<file path="src/rtl/fetch_pkg.sv">
// Shared types and default sizes for the fetch sequencer.
package fetch_pkg;

    typedef enum logic [1:0] {
        IDLE  = 2'd0,
        RUN   = 2'd1,
        STALL = 2'd2,
        HALT  = 2'd3
    } fetch_state_t;

    localparam int P_DEFAULT = 6;
    localparam int I_DEFAULT = 24;

endpackage

</file>
<file path="src/rtl/pc_next.sv">
// Next program-counter calculation: sequential increment or branch target.
// The wrap flag reports only a sequential roll-over from the last word to 0.
module pc_next
    import fetch_pkg::*;
#(
    parameter int P = P_DEFAULT
) (
    input  logic [P-1:0] pc,
    input  logic [P-1:0] instr_addr,
    input  logic         branch_en,
    input  logic         branch_rel,
    input  logic [P-1:0] branch_target,
    output logic [P-1:0] next_pc,
    output logic         wrap
);

    // Select the redirect target or the incremented PC; all sums are modulo 2**P.
    always_comb begin
        next_pc = pc + P'(1);
        wrap    = 1'b0;
        if (branch_en) begin
            if (branch_rel) begin
                next_pc = instr_addr + branch_target;
            end else begin
                next_pc = branch_target;
            end
        end else begin
            wrap = (pc == {P{1'b1}});
        end
    end

endmodule

</file>
<file path="src/rtl/fetch_sequencer.sv">
// Program counter and fetch controller sitting in front of program memory.
// Registers each fetched instruction together with the address it came from.
module fetch_sequencer
    import fetch_pkg::*;
#(
    parameter int           P          = P_DEFAULT,
    parameter int           I          = I_DEFAULT,
    parameter logic [P-1:0] RESET_ADDR = '0
) (
    input  logic         clk,
    input  logic         reset,
    input  logic         run,
    input  logic         stall,
    input  logic         halt_req,
    input  logic         branch_en,
    input  logic         branch_rel,
    input  logic [P-1:0] branch_target,
    input  logic [I-1:0] instruction,
    output logic [P-1:0] address,
    output logic [I-1:0] instr_q,
    output logic [P-1:0] instr_addr,
    output logic         instr_valid,
    output logic         pc_wrap,
    output logic [1:0]   state
);

    fetch_state_t cur_state;
    fetch_state_t next_state;
    logic         do_fetch;
    logic         do_branch;
    logic         clr_valid;
    logic [P-1:0] next_pc;
    logic         wrap;

    pc_next #(.P(P)) u_pc_next (
        .pc            (address),
        .instr_addr    (instr_addr),
        .branch_en     (branch_en),
        .branch_rel    (branch_rel),
        .branch_target (branch_target),
        .next_pc       (next_pc),
        .wrap          (wrap)
    );

    assign state = cur_state;

    // State register; HALT is only left through reset.
    always_ff @(posedge clk or posedge reset) begin
        if (reset) begin
            cur_state <= IDLE;
        end else begin
            cur_state <= next_state;
        end
    end

    // Next state and datapath controls, priority halt > !run > stall > branch > increment.
    always_comb begin
        next_state = cur_state;
        do_fetch   = 1'b0;
        do_branch  = 1'b0;
        clr_valid  = 1'b0;
        case (cur_state)
            IDLE: begin
                if (halt_req) begin
                    next_state = HALT;
                    clr_valid  = 1'b1;
                end else if (run) begin
                    next_state = RUN;
                end
            end
            RUN: begin
                if (halt_req) begin
                    next_state = HALT;
                    clr_valid  = 1'b1;
                end else if (!run) begin
                    next_state = IDLE;
                    clr_valid  = 1'b1;
                end else if (stall) begin
                    next_state = STALL;
                end else if (branch_en) begin
                    do_branch = 1'b1;
                end else begin
                    do_fetch = 1'b1;
                end
            end
            STALL: begin
                if (halt_req) begin
                    next_state = HALT;
                    clr_valid  = 1'b1;
                end else if (!run) begin
                    next_state = IDLE;
                    clr_valid  = 1'b1;
                end else if (!stall) begin
                    next_state = RUN;
                end
            end
            HALT: begin
                next_state = HALT;
            end
            default: begin
                next_state = IDLE;
            end
        endcase
    end

    // PC, instruction register and wrap pulse; a branch flushes the valid flag for one cycle.
    always_ff @(posedge clk or posedge reset) begin
        if (reset) begin
            address     <= RESET_ADDR;
            instr_q     <= '0;
            instr_addr  <= '0;
            instr_valid <= 1'b0;
            pc_wrap     <= 1'b0;
        end else begin
            pc_wrap <= 1'b0;
            if (do_fetch) begin
                instr_q     <= instruction;
                instr_addr  <= address;
                instr_valid <= 1'b1;
                address     <= next_pc;
                pc_wrap     <= wrap;
            end else if (do_branch) begin
                address     <= next_pc;
                instr_valid <= 1'b0;
            end else if (clr_valid) begin
                instr_valid <= 1'b0;
            end
        end
    end

endmodule
</file>
<file path="config.mk">
export PLATFORM = sky130hd
export DESIGN_NAME = fetch_sequencer
export DESIGN_NICKNAME = d
export VERILOG_FILES = /design/src/rtl/fetch_pkg.sv /design/src/rtl/pc_next.sv /design/src/rtl/fetch_sequencer.sv
export SDC_FILE = /design/constraint.sdc
export NUM_CORES = 1
export LEC_CHECK = 0
export BUFFER_PORTS_ARGS = -buffer_cell sky130_fd_sc_hd__clkbuf_2
export CAP_MARGIN = 10
export CORE_MARGIN = 5
export CORE_UTILIZATION = 49
export CTS_CLUSTER_SIZE = 24
export DETAILED_ROUTE_END_ITERATION = 8
export HOLD_SLACK_MARGIN = 0.05
export PLACE_DENSITY_LB_ADDON = 0.25
export SYNTH_ARGS = -nofsm -noshare
export SYNTH_HDL_FRONTEND = slang
export SYNTH_SLANG_ARGS = --single-unit
</file>
<file path="constraint.sdc">
create_clock -name clk -period 2.3 [get_ports clk]
set_input_delay 0.115 -clock clk [delete_from_list [all_inputs] [get_ports clk]]
set_output_delay 0.115 -clock clk [all_outputs]
set_load 0.05 [all_outputs]
</file>
==> impl_summary.txt, run 1 <==
----------------------------------------------------
[Run status]
  Run status ... finished clean

[Power]
  Worst voltage drop across the vdd grid ... 0.725 mV
  Power per cell area ... 1400 nW/um2
  Leakage ... 1.39 nW
  Total power ... 3.81 mW

[STA]
  Actual transition at the worst max-transition pin ... 500 ps
  RSZ-0062 raised after global routing ... no
  Setup Skew ... 5.12 ps
  Setup violations, final ... 0
  Total Negative Setup Slacks ... 0 ps
  Worst hold slack ... 54.6 ps
  Crit path time final ... 2010 ps
  Max-slew violation total from the final report ... 0
  Final period util ... 87.4%
  Max frequency ... 498 MHz
  Relative slew slack ... 66.6%
  Number of hold violations in the final report ... 0

[Synth]
  Yosys warns ... 0
  Post-synthesis instance area ... 2090 um2
  Main synth FF type ... dfrtp_1
  FFs w/ async S/R, synth ... 100%
  Syn Inst Count ... 177
  Syn Nets ... 226
  Unique masters post-synth ... 38
  Flop and latch count out of synthesis ... 40
  Cell taking the most area after synthesis ... dfrtp_1
  Cell types with the largest area share after synthesis ... dfrtp_1, mux2_2, ha_1
  Average cell area after synthesis ... 11.8 um2
  Number of synthesized flops with an enable pin ... 0
  Sequential area share after synthesis ... 48.0%
  Most instantiated cells after synthesis ... dfrtp_1, mux2_2, o21ai_0, ha_1, inv_1
  Library cell with the highest instance count after synthesis ... dfrtp_1
  Area share of the largest cell type after synthesis ... 48.0%

[CTS]
  Number of buffers on the longest clock path ... 2
  CTS clk-pin slew, worst paths ... 80 ps
  CTS tree ... yes
  Sink count of the clock tree ... 40
  Clock Root Buffer ... clkbuf_8
  Clock buffer count from CTS ... 5
  # Post-CTS Setup Buffers ... 0
  Latest clock arrival within the worst-skew pair ... 290 ps
  Number of H-tree branching levels ... 2

[Global route]
  Global route overflow ... 0
  Maximum number of pins on one net before global-route repair ... 41
  Antenna violations before repair ... 0
  First-pass GRT wire length ... 7130 um
  Total track usage ... 16.7%
  Number of global-route vias before repair ... 1,583

[Final layout]
  Share of layout cells above drive strength 1 ... 43.9%
  Area overhead of the layout relative to synthesis ... 30.2%
  Number of nets at the end of the flow ... 317
  Antenna Diode Count ... 0

[Floorplanning]
  Number of I/O pins ... 77
  Die Footprint ... 5660 um2
  Vertical die dimension ... 75.2 um
  Die Wd ... 75.2 um
  Standard-cell row count ... 23
  Core ar. ... 4060 um2
  Starting Density ... 51.4%

[Drt]
  TritonRoute pass-1 iters ... 4
  Vias per cell ... 5.19
  Post-detailed-route DRC marker count ... 0
  Final antenna-violating net count ... 0
  Drt initial violations ... 72
  Drt total wl ... 4560 um
  Total number of vias ... 1,657
  Routed WL per cell ... 14.3 um

[Worst hold path]
  Path type of the worst min-delay path ... input port to flop
  Startpoint of the most critical hold path ... instruction[18]
  Min-Delay Endpoint ... instr_q[18]
  Hold path cells ... 2

[Place]
  Detailed Place HPWL ... 3360 um
  Number of input and output port buffers inserted ... 76
  Final estimated routing congestion in global placement ... 0.794

[Job]
  Max-cap violations ... 0

[Setup path]
  Category of the critical setup timing path ... flop to flop
  Reg-to-reg startpoint ... state[1]
  Arrival time worst endpoint ... 2190 ps
  Nature of the critical path startpoint ... flop
  Crit path max fanout ... 24
  Required @ worst endpoint ... 2480 ps
  Worst setup slack for register-to-register paths ... 290 ps
  Critical path capture point type ... flop
  Reg-to-reg critical path endpoint ... instr_q[23]
  Path depth of the worst reg2reg path ... 7

----------------------------------------------------
per-layer routing:
layer  vias to the layer above  part of all wire (%)  track usage (%)
met5                         -                     0                0
li1                        815                     -                -
met2                        47                    49             27.9
met1                       789                    43             21.4
met3                         6                   6.6             4.14
met4                         0                   1.1             5.24
worst max-delay path, cell delays in order (launching register included):
cell	delay, ps
dfrtp_1	430
inv_1	120
ha_1	200
nor2b_1	190
nand2b_1	160
nor2_8	220
buf_12	210
mux2_2	350
registers in the layout, indices dropped and copies added (netlist names):
| name | flops |
|---|---|
| address | 6 |
| instr_valid | 1 |
| state | 2 |
| instr_addr | 6 |
| pc_wrap | 1 |
| instr_q | 24 |
where the power goes:
group          internal, mW  leakage, nW  total (mW)  switching, mW
Combinational         0.602        0.836        2.12           1.51
Clock                 0.243       0.0434       0.493          0.251
Sequential            0.995        0.507        1.20          0.208
Total                  1.84         1.39        3.81           1.97
kinds of logic after synthesis:
| logic type | after synthesis | synth area share, % |
|---|---|---|
| compound gates | 39 | 11.5 |
| flops | 40 | 48.0 |
| simple gates | 33 | 9.36 |
| mux | 32 | 17.2 |
| buf+inv | 18 | 5.10 |
| fa+ha+maj | 12 | 7.56 |
| xor+xnor | 3 | 1.26 |
cells in the final DEF (no fill, tap or decap), types with 2 or more instances in the layout:
| master | n |
|---|---|
| nor2_1 | 7 |
| o211ai_1 | 3 |
| nand2b_1 | 3 |
| clkbuf_8 | 6 |
| buf_4 | 2 |
| a211oi_1 | 3 |
| nand3b_1 | 2 |
| nand3_1 | 4 |
| o22ai_1 | 3 |
| clkinvlp_4 | 2 |
| ha_1 | 11 |
| mux2_1 | 4 |
| nand2_1 | 8 |
| and3_1 | 2 |
| xor2_1 | 2 |
| dfrtp_1 | 40 |
| inv_1 | 11 |
| o21ai_0 | 14 |
| a21oi_1 | 8 |
| dlygate4sd3_1 | 12 |
| mux2_2 | 27 |
| clkbuf_2 | 76 |
how the worst max path moves through the flow:
stage               startpoint     endpoint  slack [ps]  depth (start not counted)
floorplan             state[1]  instr_q[10]         270                          8
global placement      state[1]  instr_q[23]         380                          7
detailed placement    state[1]  instr_q[23]         300                          7
CTS                   state[1]  instr_q[23]         280                          7
global route          state[1]  instr_q[23]         140                          7
finish                state[1]  instr_q[23]         290                          7
per-stage QoR:
| step | area [um2] | std cells | setup WS (ps) | utilization, % |
|---|---|---|---|---|
| finish | 2720 | 319 | 290 | 66.9 |
| global route | 2720 | 319 | 140 | 66.9 |
| CTS | 2710 | 318 | 283 | 66.7 |
| detailed placement | 2500 | 299 | 299 | 61.6 |
| global placement | 2500 | 299 | 377 | 61.6 |
| floorplan | 2090 | 177 | 268 | - |
layout make-up:
| cell class | instances | area, um2 |
|---|---|---|
| clock inverters | 2 | 15.0 |
| clock buffers | 6 | 82.6 |
| fillers | 334 | 1340 |
| repair buffers | 91 | 536 |
| well taps | 50 | 62.6 |
| flip-flops and latches | 40 | 1000 |
| inverters | 11 | 41.3 |
| multi-input cells | 119 | 978 |
timing repair:
item | 4_1_cts | 5_1_grt
setup endpoints to repair | 0 | 0
hold buffers | 11 | 1
gates resized for setup | 0 | 0
hold endpoints to repair | 50 | 1
(Power assumes the default switching activity.)
==> run 2: changes to the inputs <==
Settings changed: CORE_MARGIN 5 to 8, MAX_ROUTING_LAYER set to met4, SYNTH_HIERARCHICAL set to 1.
==> run 2 against run 1 <==
  * Non-clock buffer count grew 8
  * Clock power increased by 35%
  * Register-to-register slack worse by 210 ps
==> impl_summary.txt, run 2 <==
----------------------------------------------------
[Synth]
  Average cell area after synthesis ... 12.4 um2 (was 11.8 um2)
  Flop and latch count out of synthesis ... 40 (unchanged)
  Cell types with the largest area share after synthesis ... dfrtp_1, mux2_1, ha_1 (was dfrtp_1, mux2_2, ha_1)
  Yosys warns ... 6 (was 0)
  Syn Nets ... 220 (was 226)
  Sequential area share after synthesis ... 47.3% (was 48.0%)
  Cell taking the most area after synthesis ... dfrtp_1 (unchanged)
  FFs w/ async S/R, synth ... 100% (unchanged)
  Post-synthesis instance area ... 2120 um2 (was 2090 um2)
  Syn Inst Count ... 170 (was 177)
  Most instantiated cells after synthesis ... dfrtp_1, mux2_1, ha_1 (was dfrtp_1, mux2_2, o21ai_0, ha_1, inv_1)
  Main synth FF type ... dfrtp_1 (unchanged)
  Unique masters post-synth ... 35 (was 38)
  Number of synthesized flops with an enable pin ... 0 (unchanged)
  Area share of the largest cell type after synthesis ... 47.3% (was 48.0%)
  Library cell with the highest instance count after synthesis ... dfrtp_1 (unchanged)

[Setup path]
  Reg-to-reg startpoint ... instr_addr[1] (was state[1])
  Crit path max fanout ... 4 (was 24)
  Worst setup slack for register-to-register paths ... 80 ps (was 290 ps)
  Path depth of the worst reg2reg path ... 7 (unchanged)
  Nature of the critical path startpoint ... flop (unchanged)
  Reg-to-reg critical path endpoint ... address[5] (was instr_q[23])
  Critical path buffer and inverter count ... 0 (was 2)
  Critical Path Max Stage Delay ... 520 ps (was 430 ps)
  Critical path capture point type ... flop (unchanged)
  Arrival time worst endpoint ... 2390 ps (was 2190 ps)
  Required @ worst endpoint ... 2470 ps (was 2480 ps)
  Crit-path cells ... ha_1, a211oi_2, nor4_1, or4_1, xnor2_1, a21oi_1, mux2_2 (was inv_1, ha_1, nor2b_1, nand2b_1, nor2_8, buf_12, mux2_2)
  Category of the critical setup timing path ... flop to flop (unchanged)
  Slowest CP cell ... or4_1 (was dfrtp_1)
  Top delay family on crit path ... simple AND/OR/NAND/NOR gates (unchanged)

[Run status]
  Run status ... finished clean (unchanged)

[Worst hold path]
  Path type of the worst min-delay path ... input port to flop (unchanged)
  Hold path cells ... 2 (unchanged)
  Min-Delay Endpoint ... instr_q[19] (was instr_q[18])
  Startpoint of the most critical hold path ... instruction[19] (was instruction[18])

[Global route]
  Met3 usage ... 4.27% (was 4.14%)
  Global route overflow ... 0 (unchanged)
  Antenna violations before repair ... 0 (unchanged)
  First-pass GRT wire length ... 8110 um (was 7130 um)
  Maximum number of pins on one net before global-route repair ... 41 (unchanged)
  Layer carrying the most global-route usage ... met2 (unchanged)
  Total track usage ... 15.9% (was 16.7%)
  Global routing met2 resource utilization ... 25.5% (was 27.9%)
  Met1 usage ... 20.0% (was 21.4%)
  Number of global-route vias before repair ... 1,687 (was 1,583)

[Power]
  Worst voltage drop across the vdd grid ... 1.07 mV (was 0.725 mV)
  Power per cell area ... 1510 nW/um2 (was 1400 nW/um2)
  Leakage ... 1.46 nW (was 1.39 nW)

[Final layout]
  Most common cell after layout, fill and taps aside ... clkbuf_2 (unchanged)
  End-of-flow core utilization ... 67.5% (was 66.9%)
  Largest registers ... instr_q: 24 flops, address: 6 flops, instr_addr: 6 flops (unchanged)
  Largest reg by FF count ... instr_q (unchanged)
  Number of nets at the end of the flow ... 320 (was 317)
  Antenna Diode Count ... 0 (unchanged)
  Flip-flop count of the largest register, all copies and words added ... 24 (unchanged)
  Area overhead of the layout relative to synthesis ... 36.0% (was 30.2%)
  Commonest cells after routing, fill and taps aside ... clkbuf_2, dfrtp_1, mux2_1 (was clkbuf_2, dfrtp_1, mux2_2)
  Share of layout cells above drive strength 1 ... 38.1% (was 43.9%)

[CTS]
  # Post-CTS Setup Buffers ... 0 (unchanged)
  Number of buffers on the longest clock path ... 2 (unchanged)
  Clock buffer count from CTS ... 5 (unchanged)
  CTS tree ... yes (unchanged)
  CTS clk-pin slew, worst paths ... 80 ps (about the same)
  Latest clock arrival within the worst-skew pair ... 280 ps (was 290 ps)
  Number of H-tree branching levels ... 2 (unchanged)
  Sink count of the clock tree ... 40 (unchanged)
  Clock Root Buffer ... clkbuf_8 (unchanged)

[Drt]
  Routed WL per cell ... 15.8 um (was 14.3 um)
  Final antenna-violating net count ... 0 (unchanged)
  Total number of vias ... 1,649 (was 1,657)
  Drt total wl ... 5090 um (was 4560 um)
  Vias per cell ... 5.12 (was 5.19)
  TritonRoute pass-1 iters ... 4 (unchanged)
  Drt initial violations ... 89 (was 72)
  Post-detailed-route DRC marker count ... 0 (unchanged)

[Floorplanning]
  Starting Density ... 49.6% (was 51.4%)
  Die Footprint ... 6680 um2 (was 5660 um2)
  Die Wd ... 81.7 um (was 75.2 um)
  Standard-cell row count ... 24 (was 23)
  Core ar. ... 4260 um2 (was 4060 um2)
  Number of I/O pins ... 77 (unchanged)
  Vertical die dimension ... 81.7 um (was 75.2 um)

[STA]
  Final period util ... 96.7% (was 87.4%)
  Crit path time final ... 2220 ps (was 2010 ps)
  Worst hold slack ... 59.3 ps (was 54.6 ps)
  Relative slew slack ... 66.8% (was 66.6%)
  Final setup slack of the worst path ... 76.2 ps (was 290 ps)
  Setup Skew ... 2.35 ps (was 5.12 ps)
  Number of hold violations in the final report ... 0 (unchanged)
  Max-slew violation total from the final report ... 0 (unchanged)
  Setup violations, final ... 0 (unchanged)
  Max frequency ... 450 MHz (was 498 MHz)
  Total Negative Setup Slacks ... 0 ps (unchanged)
  Actual transition at the worst max-transition pin ... 498 ps (was 500 ps)

[Place]
  Number of input and output port buffers inserted ... 76 (unchanged)
  Detailed Place HPWL ... 3580 um (was 3360 um)
  Setup slack after placement ... 30.3 ps (was 299 ps)
  Final estimated routing congestion in global placement ... 0.798 (was 0.794)

[Job]
  Max-cap violations ... 0 (unchanged)

----------------------------------------------------
-- run 2: stage by stage --
| stage | power, mW | area [um2] | std cells |
|---|---|---|---|
| after CTS | 4.38 | 2860 | 321 |
| after global placement | 3.62 | 2540 | 295 |
| after global routing | 4.61 | 2880 | 322 |
| after detailed placement | 3.67 | 2540 | 295 |
| final | 4.35 | 2880 | 322 |
| after floorplan | 3.08 | 2120 | 170 |
-- run 2: cells by family (layout without fill, tap and decap cells) --
family	Yosys count	count (layout)	share of synthesized area, %
AO/OA/AOI/OAI	23	23	6.39
XOR/XNOR	7	7	2.90
adder cells (fa/ha/maj)	13	13	8.04
buffers and inverters	13	113	4.08
flip-flops	40	40	47.3
multiplexers	42	42	22.1
AND/OR/NAND/NOR	32	32	9.23
-- run 2: routing by layer --
layer | share of wire (%) | wire length (um) | vias to the layer above
li1 | - | - | 807
met1 | 44 | 2250 | 792
met2 | 50 | 2560 | 48
met3 | 5.1 | 261 | 2
met4 | 0.35 | 18 | 0
met5 | 0 | 0 | -
-- run 2: final cells by class --
class | instances | area (um2)
fill | 335 | 1390
multi-input combinational | 117 | 1040
sequential | 40 | 1000
timing repair buffer | 99 | 616
clock buffer | 5 | 68.8
tap | 52 | 65.1
clock inverter | 2 | 60.1
inverter | 7 | 26.3
-- run 2: worst max path at each step --
stage                       to  slack, ps           from  cells after the start
finish              address[5]         80  instr_addr[1]                      7
global placement    address[5]         50  instr_addr[1]                      7
floorplan           address[5]          9  instr_addr[1]                      7
CTS                 address[5]          9  instr_addr[1]                      7
detailed placement  address[5]         30  instr_addr[1]                      7
global route        address[5]         -5  instr_addr[1]                      7
-- run 2: timing repair --
item | 4_1_cts | 5_1_grt
resized for setup | 0 | 1
endpoints found under the hold margin | 58 | 1
hold buffers | 19 | 1
endpoints found under the setup margin | 0 | 1
-- run 2: power by group --
part	internal, mW	total [mW]	switching, mW
Sequential	1.02	1.29	0.269
Clock	0.427	0.664	0.237
Combinational	0.705	2.39	1.68
Total	2.16	4.35	2.19
==> run 3: changes to the inputs <==
Settings changed: GPL_ROUTABILITY_DRIVEN set to 0, GPL_TIMING_DRIVEN set to 0, SETUP_SLACK_MARGIN set to 0.5.
==> run 3 against run 2 <==
  * Largest cell class unchanged
  * Critical path type unchanged
  * Utilization is 12 points higher
  * Design area increased by 17%
  * Total power up 10%
==> impl_summary.txt, run 3 (synthesis results as in run 2) <==
----------------------------------------------------
[Setup path]
  Reg-to-reg critical path endpoint ... address[5] (unchanged)
  Crit path max fanout ... 4 (unchanged)
  Path depth of the worst reg2reg path ... 7 (unchanged)
  Crit-path cells ... ha_4, o21ai_2, o21a_1, or4_4, xnor2_2, a21oi_1, mux2_4 (was ha_1, a211oi_2, nor4_1, or4_1, xnor2_1, a21oi_1, mux2_2)
  Reg-to-reg startpoint ... instr_addr[2] (was instr_addr[1])
  Top delay family on crit path ... simple AND/OR/NAND/NOR gates (unchanged)
  Slowest CP cell ... or4_4 (was or4_1)
  Required @ worst endpoint ... 2490 ps (was 2470 ps)
  Arrival time worst endpoint ... 2280 ps (was 2390 ps)
  Critical Path Max Stage Delay ... 520 ps (about the same)
  Critical path buffer and inverter count ... 0 (unchanged)
  Worst setup slack for register-to-register paths ... 210 ps (was 80 ps)
  Nature of the critical path startpoint ... flop (unchanged)
  Category of the critical setup timing path ... flop to flop (unchanged)
  Critical path capture point type ... flop (unchanged)

[Place]
  Detailed Place HPWL ... 3620 um (was 3580 um)
  Setup slack after placement ... 118 ps (was 30.3 ps)
  Number of input and output port buffers inserted ... 76 (unchanged)

[Run status]
  Run status ... finished clean (unchanged)

[STA]
  RSZ-0062 raised after global routing ... yes
  Max frequency ... 479 MHz (was 450 MHz)
  Max-slew violation total from the final report ... 0 (unchanged)
  Setup violations, final ... 0 (unchanged)
  Crit path time final ... 2090 ps (was 2220 ps)
  Number of hold violations in the final report ... 0 (unchanged)
  Final setup slack of the worst path ... 212 ps (was 76.2 ps)
  Final period util ... 90.8% (was 96.7%)
  Setup Skew ... 7.08 ps (was 2.35 ps)
  Actual transition at the worst max-transition pin ... 812 ps (was 498 ps)
  Relative slew slack ... 45.8% (was 66.8%)
  Total Negative Setup Slacks ... 0 ps (unchanged)

[Floorplanning]
  Die Footprint ... 6680 um2 (unchanged)
  Starting Density ... 49.6% (unchanged)
  Die Wd ... 81.7 um (unchanged)
  Number of I/O pins ... 77 (unchanged)
  Core ar. ... 4260 um2 (unchanged)
  Vertical die dimension ... 81.7 um (unchanged)
  Standard-cell row count ... 24 (unchanged)

[CTS]
  Sink count of the clock tree ... 40 (unchanged)
  Clock buffer count from CTS ... 5 (unchanged)
  CTS clk-pin slew, worst paths ... 80 ps (about the same)
  Number of H-tree branching levels ... 2 (unchanged)
  CTS tree ... yes (unchanged)
  Latest clock arrival within the worst-skew pair ... 300 ps (was 280 ps)
  Number of buffers on the longest clock path ... 2 (unchanged)
  Clock Root Buffer ... clkbuf_8 (unchanged)

[Global route]
  First-pass GRT wire length ... 9200 um (was 8110 um)
  Global route overflow ... 0 (unchanged)
  Maximum number of pins on one net before global-route repair ... 41 (unchanged)
  Antenna violations before repair ... 0 (unchanged)
  Number of global-route vias before repair ... 1,919 (was 1,687)
  Total track usage ... 18.5% (was 15.9%)

[Drt]
  Vias per cell ... 5.06 (was 5.12)
  Routed WL per cell ... 16.9 um (was 15.8 um)
  Drt total wl ... 5850 um (was 5090 um)
  TritonRoute pass-1 iters ... 4 (unchanged)
  Final antenna-violating net count ... 0 (unchanged)
  Post-detailed-route DRC marker count ... 0 (unchanged)
  Total number of vias ... 1,755 (was 1,649)
  Drt initial violations ... 72 (was 89)

[Final layout]
  Share of layout cells above drive strength 1 ... 57.5% (was 38.1%)
  Largest reg by FF count ... instr_q (unchanged)
  Number of nets at the end of the flow ... 343 (was 320)
  Most common cell after layout, fill and taps aside ... clkbuf_2 (unchanged)
  Commonest cells after routing, fill and taps aside ... clkbuf_2, dfrtp_1, mux2_4 (was clkbuf_2, dfrtp_1, mux2_1)
  Largest registers ... instr_q: 24 flops, address: 6 flops, instr_addr: 6 flops (unchanged)
  Reg area ... 1010 um2 (was 1000 um2)
  Area overhead of the layout relative to synthesis ... 59.7% (was 36.0%)
  Final-layout fill cell count ... 263 (was 335)
  Flip-flop count of the largest register, all copies and words added ... 24 (unchanged)
  Area occupied by multi-input gates ... 1270 um2 (was 1040 um2)

[Power]
  Worst voltage drop across the vdd grid ... 1.12 mV (was 1.07 mV)
  Power per cell area ... 1420 nW/um2 (was 1510 nW/um2)
  Leakage ... 1.65 nW (was 1.46 nW)

[Worst hold path]
  Hold path cells ... 2 (unchanged)
  Min-Delay Endpoint ... instr_q[17] (was instr_q[19])
  Startpoint of the most critical hold path ... instruction[17] (was instruction[19])
  Path type of the worst min-delay path ... input port to flop (unchanged)

[Job]
  Max-cap violations ... 0 (unchanged)

----------------------------------------------------
==> run 3: cell count changes in the layout (fill, tap and decap cells not counted), sizes merged <==
cell         delta
clkinvlp        +1
clkinv          +1
diode           +1
bufinv          -1
dlygate4sd3     +4
clkbuf          +3
buf            +16
==> run 3: worst max path at each step <==
stage / startpoint / end / slack, ps / cells past startpoint
final: instr_addr[2] / address[5] / 210 / 7
after global routing: instr_addr[2] / address[5] / 140 / 7
after CTS: instr_addr[2] / address[5] / 210 / 7
after detailed placement: instr_addr[1] / address[5] / 120 / 7
after global placement: instr_addr[1] / address[5] / 140 / 7
after floorplan: instr_addr[1] / address[5] / 120 / 7
==> run 3: final cells by class <==
class / count / share of cell area, %
inverter: 7 / 0.852
multi-input combinational: 117 / 37.5
clock inverter: 3 / 1.26
timing repair buffer: 116 / 23.6
sequential: 40 / 29.9
antenna: 1 / 0.0740
buffer: 6 / 2.92
tap: 52 / 1.93
clock buffer: 5 / 2.04
==> run 3: timing repair <==
item,4_1_cts,5_1_grt
hold buffers,23,1
endpoints found under the setup margin,35,36
setup buffers,9,4
gates resized for setup,12,10
pin swaps,11,1
hold endpoints to repair,62,1
cloned,0,3
==> run 3: report_power, final <==
group	internal [mW]	switching, mW	leakage [nW]	total [mW]
Combinational	1.10	1.77	1.10	2.87
Sequential	1.03	0.305	0.492	1.34
Clock	0.321	0.259	0.0541	0.580
==> run 3: metal layers <==
layer  track usage [%]  vias to the layer above  wire, um  share of wire [%]
li1                  -                      846         -                  -
met1              20.5                      848      2330                 40
met2              31.7                       53      3130                 54
met3              5.14                        8       326                5.6
met4              5.96                        0        63                1.1
met5                 -                        -         0                  0
==> run 3: per-stage QoR <==
step                total power [mW]  cell area, um2  hold slack, ps  instances  utilization, %
floorplan                       3.35            2310             263        170               -
global placement                3.90            2760             347        298            64.6
detailed placement              3.95            2760             318        298            64.6
CTS                             4.73            3220            50.6        338            75.5
global route                    5.06            3380            53.2        346            79.2
finish                          4.79            3380            59.0        347            79.3
